$ cat src/rtl/fft_loader_pkg.sv
// Shared types and helpers for the FFT sample loader: FSM state encoding,
// fill-order constants and the address bit-reversal function.
package fft_loader_pkg;

    typedef enum logic [2:0] {
        IDLE,
        LOAD,
        FLUSH,
        START,
        WAIT_RDY
    } loader_state_t;

    localparam logic MODE_SEQ = 1'b0;
    localparam logic MODE_ILV = 1'b1;

    // Widest bank address the loader supports (BANK_DEPTH up to 4096).
    localparam int MAX_ADDR_W = 12;

    // Reverses the low 'width' bits of addr; bits above 'width' come back zero.
    function automatic logic [MAX_ADDR_W-1:0] bitrev(
        input logic [MAX_ADDR_W-1:0] addr,
        input int                    width
    );
        logic [MAX_ADDR_W-1:0] r;
        r = '0;
        for (int i = 0; i < MAX_ADDR_W; i++) begin
            if (i < width) begin
                r[i] = addr[width-1-i];
            end
        end
        return r;
    endfunction

endpackage

$ cat src/rtl/fft_addr_map.sv
// Maps sample index k and fill order to a one-hot bank enable and bank address.
// Define FFT_LOADER_BITREV_EN to bit-reverse the bank address for the FFT core.
module fft_addr_map
    import fft_loader_pkg::*;
#(
    parameter int NUM_BANKS = 4,
    parameter int K_W       = 11,
    parameter int ADDR_W    = 9
) (
    input  logic [K_W-1:0]       k_i,
    input  logic                 mode_i,
    output logic [NUM_BANKS-1:0] we_oh_o,
    output logic [ADDR_W-1:0]    addr_o
);
    localparam int BANK_LOG = $clog2(NUM_BANKS);

    logic [K_W-1:0]    bank_idx;
    logic [ADDR_W-1:0] addr_nat;

    always_comb begin
        bank_idx = '0;
        addr_nat = '0;
        if (mode_i == MODE_ILV) begin
            bank_idx = k_i & K_W'(NUM_BANKS - 1);
            addr_nat = ADDR_W'(k_i >> BANK_LOG);
        end else begin
            bank_idx = k_i >> ADDR_W;
            addr_nat = k_i[ADDR_W-1:0];
        end
    end

    always_comb begin
        we_oh_o = '0;
        for (int b = 0; b < NUM_BANKS; b++) begin
            we_oh_o[b] = (bank_idx == K_W'(b));
        end
    end

`ifdef FFT_LOADER_BITREV_EN
    assign addr_o = ADDR_W'(bitrev(MAX_ADDR_W'(addr_nat), ADDR_W));
`else
    assign addr_o = addr_nat;
`endif

endmodule

$ cat src/rtl/fft_sample_loader.sv
// Streams ADC samples into the FFT core's banked input RAM and sequences the
// start/ready handshake. Bank address reversal is enabled by FFT_LOADER_BITREV_EN.
//
// state    | meaning
// IDLE     | waiting for iARM
// LOAD     | accepting samples, one write per accepted sample
// FLUSH    | last write of the frame on oWE
// START    | one-cycle start pulse to the FFT core
// WAIT_RDY | waiting for a rising edge on the core's ready
module fft_sample_loader
    import fft_loader_pkg::*;
#(
    parameter int DATA_W     = 16,
    parameter int NUM_BANKS  = 4,
    parameter int BANK_DEPTH = 512
) (
    input  logic                          iCLK,
    input  logic                          iRESET,
    input  logic                          iARM,
    input  logic                          iMODE,
    input  logic [DATA_W-1:0]             iDATA,
    input  logic                          iVALID,
    output logic                          oREADY,
    output logic [DATA_W-1:0]             oDATA,
    output logic [$clog2(BANK_DEPTH)-1:0] oADDR_WR,
    output logic [NUM_BANKS-1:0]          oWE,
    output logic                          oSTART,
    input  logic                          iFFT_RDY,
    output logic                          oBUSY,
    output logic                          oDONE
);
    localparam int ADDR_W = $clog2(BANK_DEPTH);
    localparam int N      = NUM_BANKS * BANK_DEPTH;
    localparam int K_W    = $clog2(N);
    localparam logic [K_W-1:0] K_LAST = K_W'(N - 1);

    loader_state_t state_q, state_d;
    logic [K_W-1:0]       k_q, k_d;
    logic                 mode_q, mode_d;
    logic [DATA_W-1:0]    data_q, data_d;
    logic [ADDR_W-1:0]    addr_q, addr_d;
    logic [NUM_BANKS-1:0] we_q, we_d;
    logic                 rdy_q, rdy_prev_q;

    logic                 accept;
    logic                 rdy_rise;
    logic [NUM_BANKS-1:0] map_we;
    logic [ADDR_W-1:0]    map_addr;

    fft_addr_map #(
        .NUM_BANKS (NUM_BANKS),
        .K_W       (K_W),
        .ADDR_W    (ADDR_W)
    ) u_addr_map (
        .k_i     (k_q),
        .mode_i  (mode_q),
        .we_oh_o (map_we),
        .addr_o  (map_addr)
    );

    // Edge detect on the registered ready so a level left high by the previous
    // frame does not complete the current one.
    assign rdy_rise = rdy_q & ~rdy_prev_q;

    always_ff @(posedge iCLK or negedge iRESET) begin
        if (!iRESET) begin
            state_q    <= IDLE;
            k_q        <= '0;
            mode_q     <= MODE_SEQ;
            data_q     <= '0;
            addr_q     <= '0;
            we_q       <= '0;
            rdy_q      <= 1'b0;
            rdy_prev_q <= 1'b0;
        end else begin
            state_q    <= state_d;
            k_q        <= k_d;
            mode_q     <= mode_d;
            data_q     <= data_d;
            addr_q     <= addr_d;
            we_q       <= we_d;
            rdy_q      <= iFFT_RDY;
            rdy_prev_q <= rdy_q;
        end
    end

    always_comb begin
        state_d = state_q;
        k_d     = k_q;
        mode_d  = mode_q;
        accept  = 1'b0;
        case (state_q)
            IDLE: begin
                if (iARM) begin
                    state_d = LOAD;
                    mode_d  = iMODE;
                    k_d     = '0;
                end
            end
            LOAD: begin
                if (iVALID) begin
                    accept = 1'b1;
                    if (k_q == K_LAST) begin
                        state_d = FLUSH;
                    end else begin
                        k_d = k_q + K_W'(1);
                    end
                end
            end
            FLUSH:    state_d = START;
            START:    state_d = WAIT_RDY;
            WAIT_RDY: begin
                if (rdy_rise) begin
                    if (iARM) begin
                        state_d = LOAD;
                        mode_d  = iMODE;
                        k_d     = '0;
                    end else begin
                        state_d = IDLE;
                    end
                end
            end
            default:  state_d = IDLE;
        endcase
    end

    always_comb begin
        data_d = data_q;
        addr_d = addr_q;
        we_d   = '0;
        if (accept) begin
            data_d = iDATA;
            addr_d = map_addr;
            we_d   = map_we;
        end
    end

    assign oREADY   = (state_q == LOAD);
    assign oSTART   = (state_q == START);
    assign oBUSY    = (state_q != IDLE);
    assign oDONE    = (state_q == WAIT_RDY) && rdy_rise;
    assign oDATA    = data_q;
    assign oADDR_WR = addr_q;
    assign oWE      = we_q;

endmodule

$ cat config.mk
export PLATFORM = sky130hd
export DESIGN_NAME = fft_sample_loader
export DESIGN_NICKNAME = d
export VERILOG_FILES = /design/src/rtl/fft_loader_pkg.sv /design/src/rtl/fft_addr_map.sv /design/src/rtl/fft_sample_loader.sv
export SDC_FILE = /design/constraint.sdc
export NUM_CORES = 1
export LEC_CHECK = 0
export ABC_AREA = 1
export BUFFER_PORTS_ARGS = -buffer_cell sky130_fd_sc_hd__buf_2
export CAP_MARGIN = 20
export CORE_UTILIZATION = 48
export DETAILED_ROUTE_END_ITERATION = 8
export PLACE_DENSITY = 0.76
export SLEW_MARGIN = 20
export SYNTH_ARGS = -nofsm -noshare
export SYNTH_HDL_FRONTEND = slang
export SYNTH_SLANG_ARGS = --single-unit
$ cat constraint.sdc
create_clock -name iCLK -period 1.4 [get_ports iCLK]
set_clock_uncertainty 0.05 [all_clocks]
set_input_delay 0.07 -clock iCLK [delete_from_list [all_inputs] [get_ports iCLK]]
set_output_delay 0.07 -clock iCLK [all_outputs]
set_load 0.01 [all_outputs]
# Yosys cells after proc, flatten, opt, wreduce, memory -nomap -nowiden
# Index checks and enable logic that the tools add are counted.
# Widths: inputs -> output; s select.
# word_totals
register_bits	46
in_bits	22
out_inout_bits	33
wordCells	52
# op_classes
n_addsub	1
eq_ne	13
n_mux	19
bitwise_logic	2
reduce_logical	9
# ops
cell	count
$mux 11	4
$pmux 11 s3	1
$eq 11x2->1 const B	2
$pmux 3 s5	1
$mux 3	4
$add 11x1->11 const B	1
$eq 11x1->1 const B	1
$eq 11x11->1 const B	1
$logic_not 11->1	1
$mux 9	1
$ne 2x2->1 const B	4
$reduce_and 4->1	2
$eq 3x2->1 const B	2
$reduce_bool 3->1	2
$mux 1	5
$mux 4	1
$eq 3x1->1 const B	1
$eq 3x3->1 const B	1
$logic_not 3->1	1
$mux 2	1
$ne 2x1->1 const B	1
$pmux 1 s2	1
$reduce_and 2->1	1
$reduce_bool 2->1	1
3 further kinds	3

# Logic depth before layout (Yosys ltp)
# depth
ltp_word	4
ltp_mapped	11
depth_no_buf	10

# Cells and area by module
# Synthesis repeated with hierarchy kept, for this count alone.
# unflattened
hier_cells	259
hier_area_um2	2285.9
# by_module_without_submodules
mod	instances	cells_each	area_per_inst_um2	seq_area_each_um2
fft_sample_loader	1	214	2100.8	1151.1
fft_addr_map	1	45	185.2	0.0

# Least setup slack after synthesis
# Ideal clock, no wire load.
# synth_path
path_type	flip-flop to flip-flop
start	reg k_q[0]
end	reg k_q[9]
setup_ns	0.116
arrival_ns	1.323
required_time_ns	1.234
setup_slack_ns	-0.090
stages_incl_launch_ff	11
n_path_buf	1
period_less_slack_ns	1.490
path_cell_list	dfrtp_1 -> ha_1 -> nand2_1 -> nor2_2 -> nand3_1 -> nand2_4 -> nand2_4 -> nand2_2 -> buf_6 -> nand2_1 -> nand2_1
# synth_between
elab_chain_cells	4
elab_cells_between_ends	7
cone_classes	1 x add/sub; 2 x eq/ne; 3 x mux; 1 x reduce/logical
# synth_rtl
item	line	text
start: declaration	fft_sample_loader.sv:38	logic [K_W-1:0] k_q, k_d;
start signal: assignment	fft_sample_loader.sv:77	k_q <= k_d;
$add 11x1->11	fft_sample_loader.sv:106	k_d = k_q + K_W'(1);
$mux 11	fft_sample_loader.sv:103	if (k_q == K_LAST) begin
$mux 11	fft_sample_loader.sv:101	if (iVALID) begin
$pmux 11 s3	fft_sample_loader.sv:92	case (state_q)
# Parallel ways exist; a longest one is shown, timed or not. The select of a mux whose other input is x is not followed.
# A chain may end at the register's enable or synchronous reset.

# Final worst setup path
# layout_path
start	reg k_q[1]
end	reg k_q[3]
# The elaborated chain is that of the path after synthesis.

==> run_results.csv <==
group,metric,value,unit
status,status,"complete, but fails checks",
status,violations,"setup timing",
floorplan,core-area,0.00441,mm^2
clocking,numCtsBuffers,5,
power_and_ir_drop,peakVddDrop,1.24,mV
synth,syn_area,0.00224,mm^2
setup_path,cp.arrival,1.69,ns
power_and_ir_drop,p_leak,1.77,nW
final_layout,stdcell_count,458,
clocking,cts_tree,"done",
power_and_ir_drop,p_per_area,1870,mW/mm^2
sta,max_freq,663,MHz
floorplan,placementRows,24,
sta,worst_pin_slew,0.486,ns
clocking,cts.sink_count,46,
final_layout,regArea,0.00115,mm^2
floorplan,top_level_ports,55,
floorplan,die_h,70.3,um
routing,avgRoutedWirePerCell,14.9,um
setup_path,critPathLaunchType,"flip-flop",
synth,synth_area_leaders,"dfrtp_1 51%, nand2_1 21%, o21ai_0 4.7%",
placed_design,gp_congestion,0.923,
final_layout,antenna_cells,0,
global_route,grt_usage,24.8,%
global_route,grt_antenna_before_repair,0,
global_route,grt_pass1_wl,9800,um
placed_design,pre_cts_ws,-0.141,ns
global_route,grt_pass1_vias,2256,
synth,ys.flop_type,"dfrtp_1",
sta,post-route-period-util,108,%
worst_hold_path,hold_path_class,"in -> reg",
sta,drv_slew,0,
final_layout,final_layout_size_suffix_gt1_share,36.2,%
final_layout,multi_input_area,0.00115,mm^2
floorplan,die_area,0.00494,mm^2
synth,ys_seq_area_share,51.4,%
final_layout,layout.nets,428,
routing,drc,0,
synth,syn-num-nets,315,
routing,num_vias,2410,
routing,ant_nets,0,
sta,finalSetupViolCount,16,
clocking,htreeDepth,2,
global_route,grt_max_degree,35,
routing,via_per_inst,5.26,
final_layout,area_growth_syn_to_layout,51.4,%
sta,setup_ws,-0.109,ns
setup_path,crit_type,"reg -> reg",
synth,synthCells,292,
sta,hold_viol_final,0,
floorplan,initial_utilization,50.7,%
placed_design,dp_cells,421,
final_layout,filler_cell_count,298,
global_route,grt_overflow_total,0,
floorplan,die_width,70.3,um
routing,dr.pass1.iters,4,
routing,wl,6810,um
routing,dr.first_iter.drc_count,170,
synth,synth-edff-count,0,
synth,synthArstFlopShare,100,%
sta,fin_crit,1.51,ns
synth,ys_types,25,
setup_path,reg2reg_slack,-0.11,ns
synth,synth_top_area_share,51.4,%
setup_path,cp_max_fo,5,
placed_design,io_buffers,54,
synth,yosys_register_bits,46,
clocking,root_buffer,"clkbuf_8",
synth,synth_top_area_cell,"dfrtp_1",
placed_design,dp_hpwl,3840,um
sta,slew_headroom,67.6,%
setup_path,critical_path_required,1.58,ns
sta,rsz0062_at_grt,"yes",
clocking,cts_buffer_depth,2,
setup_path,cp-end-kind,"flip-flop",
job,maxCapViolCount,0,
clocking,clk_latency,0.29,ns
synth,yosys-top-cells-count,"124 x nand2_1, 46 x dfrtp_1, 23 x nor2_1",
synth,post-synth-top-count-cell,"nand2_1",
synth,synth_area_per_cell,7.67,um^2
synth,yosys_warnings,0,
clocking,cts.clk_slew.worst_paths,0.08,ns
-- logic make-up after synthesis --
logic type	after synthesis	synth area share [%]
simple gates	184	34.9
flops	46	51.4
buf+inv	32	6.31
compound gates	28	6.42
xor+xnor	1	0.391
fa+ha+maj	1	0.559
-- critical path, stage by stage, from the launching register on --
cell and delay (ns):
dfrtp_1 0.42, buf_4 0.18, nand3_1 0.14, inv_1 0.10, nand2_1 0.10, nand2_1 0.07
a21oi_1 0.20, nand3_1 0.11, nand2_1 0.08
-- per-stage QoR --
step                      setup TNS (ns)  power, mW  hold slack (ns)  area [um^2]  util, %
after floorplan                   -0.273       3.54           -0.276         2250        -
after global placement            -0.198       4.44         -0.00904         2810     63.6
after detailed placement           -1.40       4.54         -0.00500         2810     63.6
after CTS                        -0.0207       5.76           0.0101         3190     72.2
final                             -0.822       6.36           0.0569         3390     76.8
after global routing               -1.77       6.78           0.0596         3390     76.8
-- where the power goes --
| part | total (mW) | switching (mW) | leakage [nW] | internal (mW) |
|---|---|---|---|---|
| Clock | 0.809 | 0.411 | 0.0482 | 0.398 |
| Combinational | 3.56 | 2.06 | 1.12 | 1.50 |
| Sequential | 1.99 | 0.261 | 0.599 | 1.73 |
-- routing by layer --
metal | wire length, um | global-route usage (%)
met5 | 0 | 0
met2 | 3390 | 43.1
met3 | 505 | 6.20
met1 | 2700 | 30.3
met4 | 212 | 6.89
-- final timing paths --
path | start | to | depth (start not counted)
min in group asynchronous | iRESET | state_q[2]$_DFFE_PN0P_ | 2
hold / removal | iARM | mode_q$_DFFE_PN0P_ | 3
max in group asynchronous | iRESET | k_q[2]$_DFFE_PN0P_ | 3
setup reg to reg | k_q[1]$_DFFE_PN0P_ | k_q[3]$_DFFE_PN0P_ | 8
setup / recovery | k_q[1]$_DFFE_PN0P_ | k_q[3]$_DFFE_PN0P_ | 8
hold reg to reg | rdy_q$_DFF_PN0_ | rdy_prev_q$_DFF_PN0_ | 0
-- cells in the final DEF (no fill, tap or decap), types with 4 or more instances in the layout --
cell and n:
buf_6 9, nor2_1 19, nand2_8 5, buf_4 30
dlygate4sd3_1 19, nand2_1 110, nand3_2 4, o21ai_1 4
nor3_1 4, nand2_4 4, buf_2 52, nand3_1 11
inv_1 18, a21oi_1 5, nor2_2 4, dfrtp_1 45
o21ai_0 16, nand2_2 14, clkbuf_8 6, nor2_4 5
-- cell type report --
| cell class | count | area share, % |
|---|---|---|
| flip-flops and latches | 46 | 34.0 |
| well taps | 52 | 1.92 |
| repair inverters | 1 | 0.148 |
| inverters | 22 | 2.88 |
| multi-input cells | 216 | 33.8 |
| repair buffers | 113 | 24.5 |
| clock inverters | 1 | 0.148 |
| clock buffers | 7 | 2.55 |
-- registers in the layout, indices dropped and copies added, names as in the netlist --
name	flops
oDATA	16
k_q	11
oADDR_WR	9
oWE	4
state_q	3
mode_q	1
rdy_prev_q	1
rdy_q	1
-- repair_timing --
action	in CTS	in global routing
pin swaps	8	17
setup buffers	6	1
hold buffers	18	1
resized for setup	13	46
setup endpoints to repair	14	44
gates cloned	1	2
endpoints found under the hold margin	35	1
Note: power is estimated with default switching activity, not from simulation.
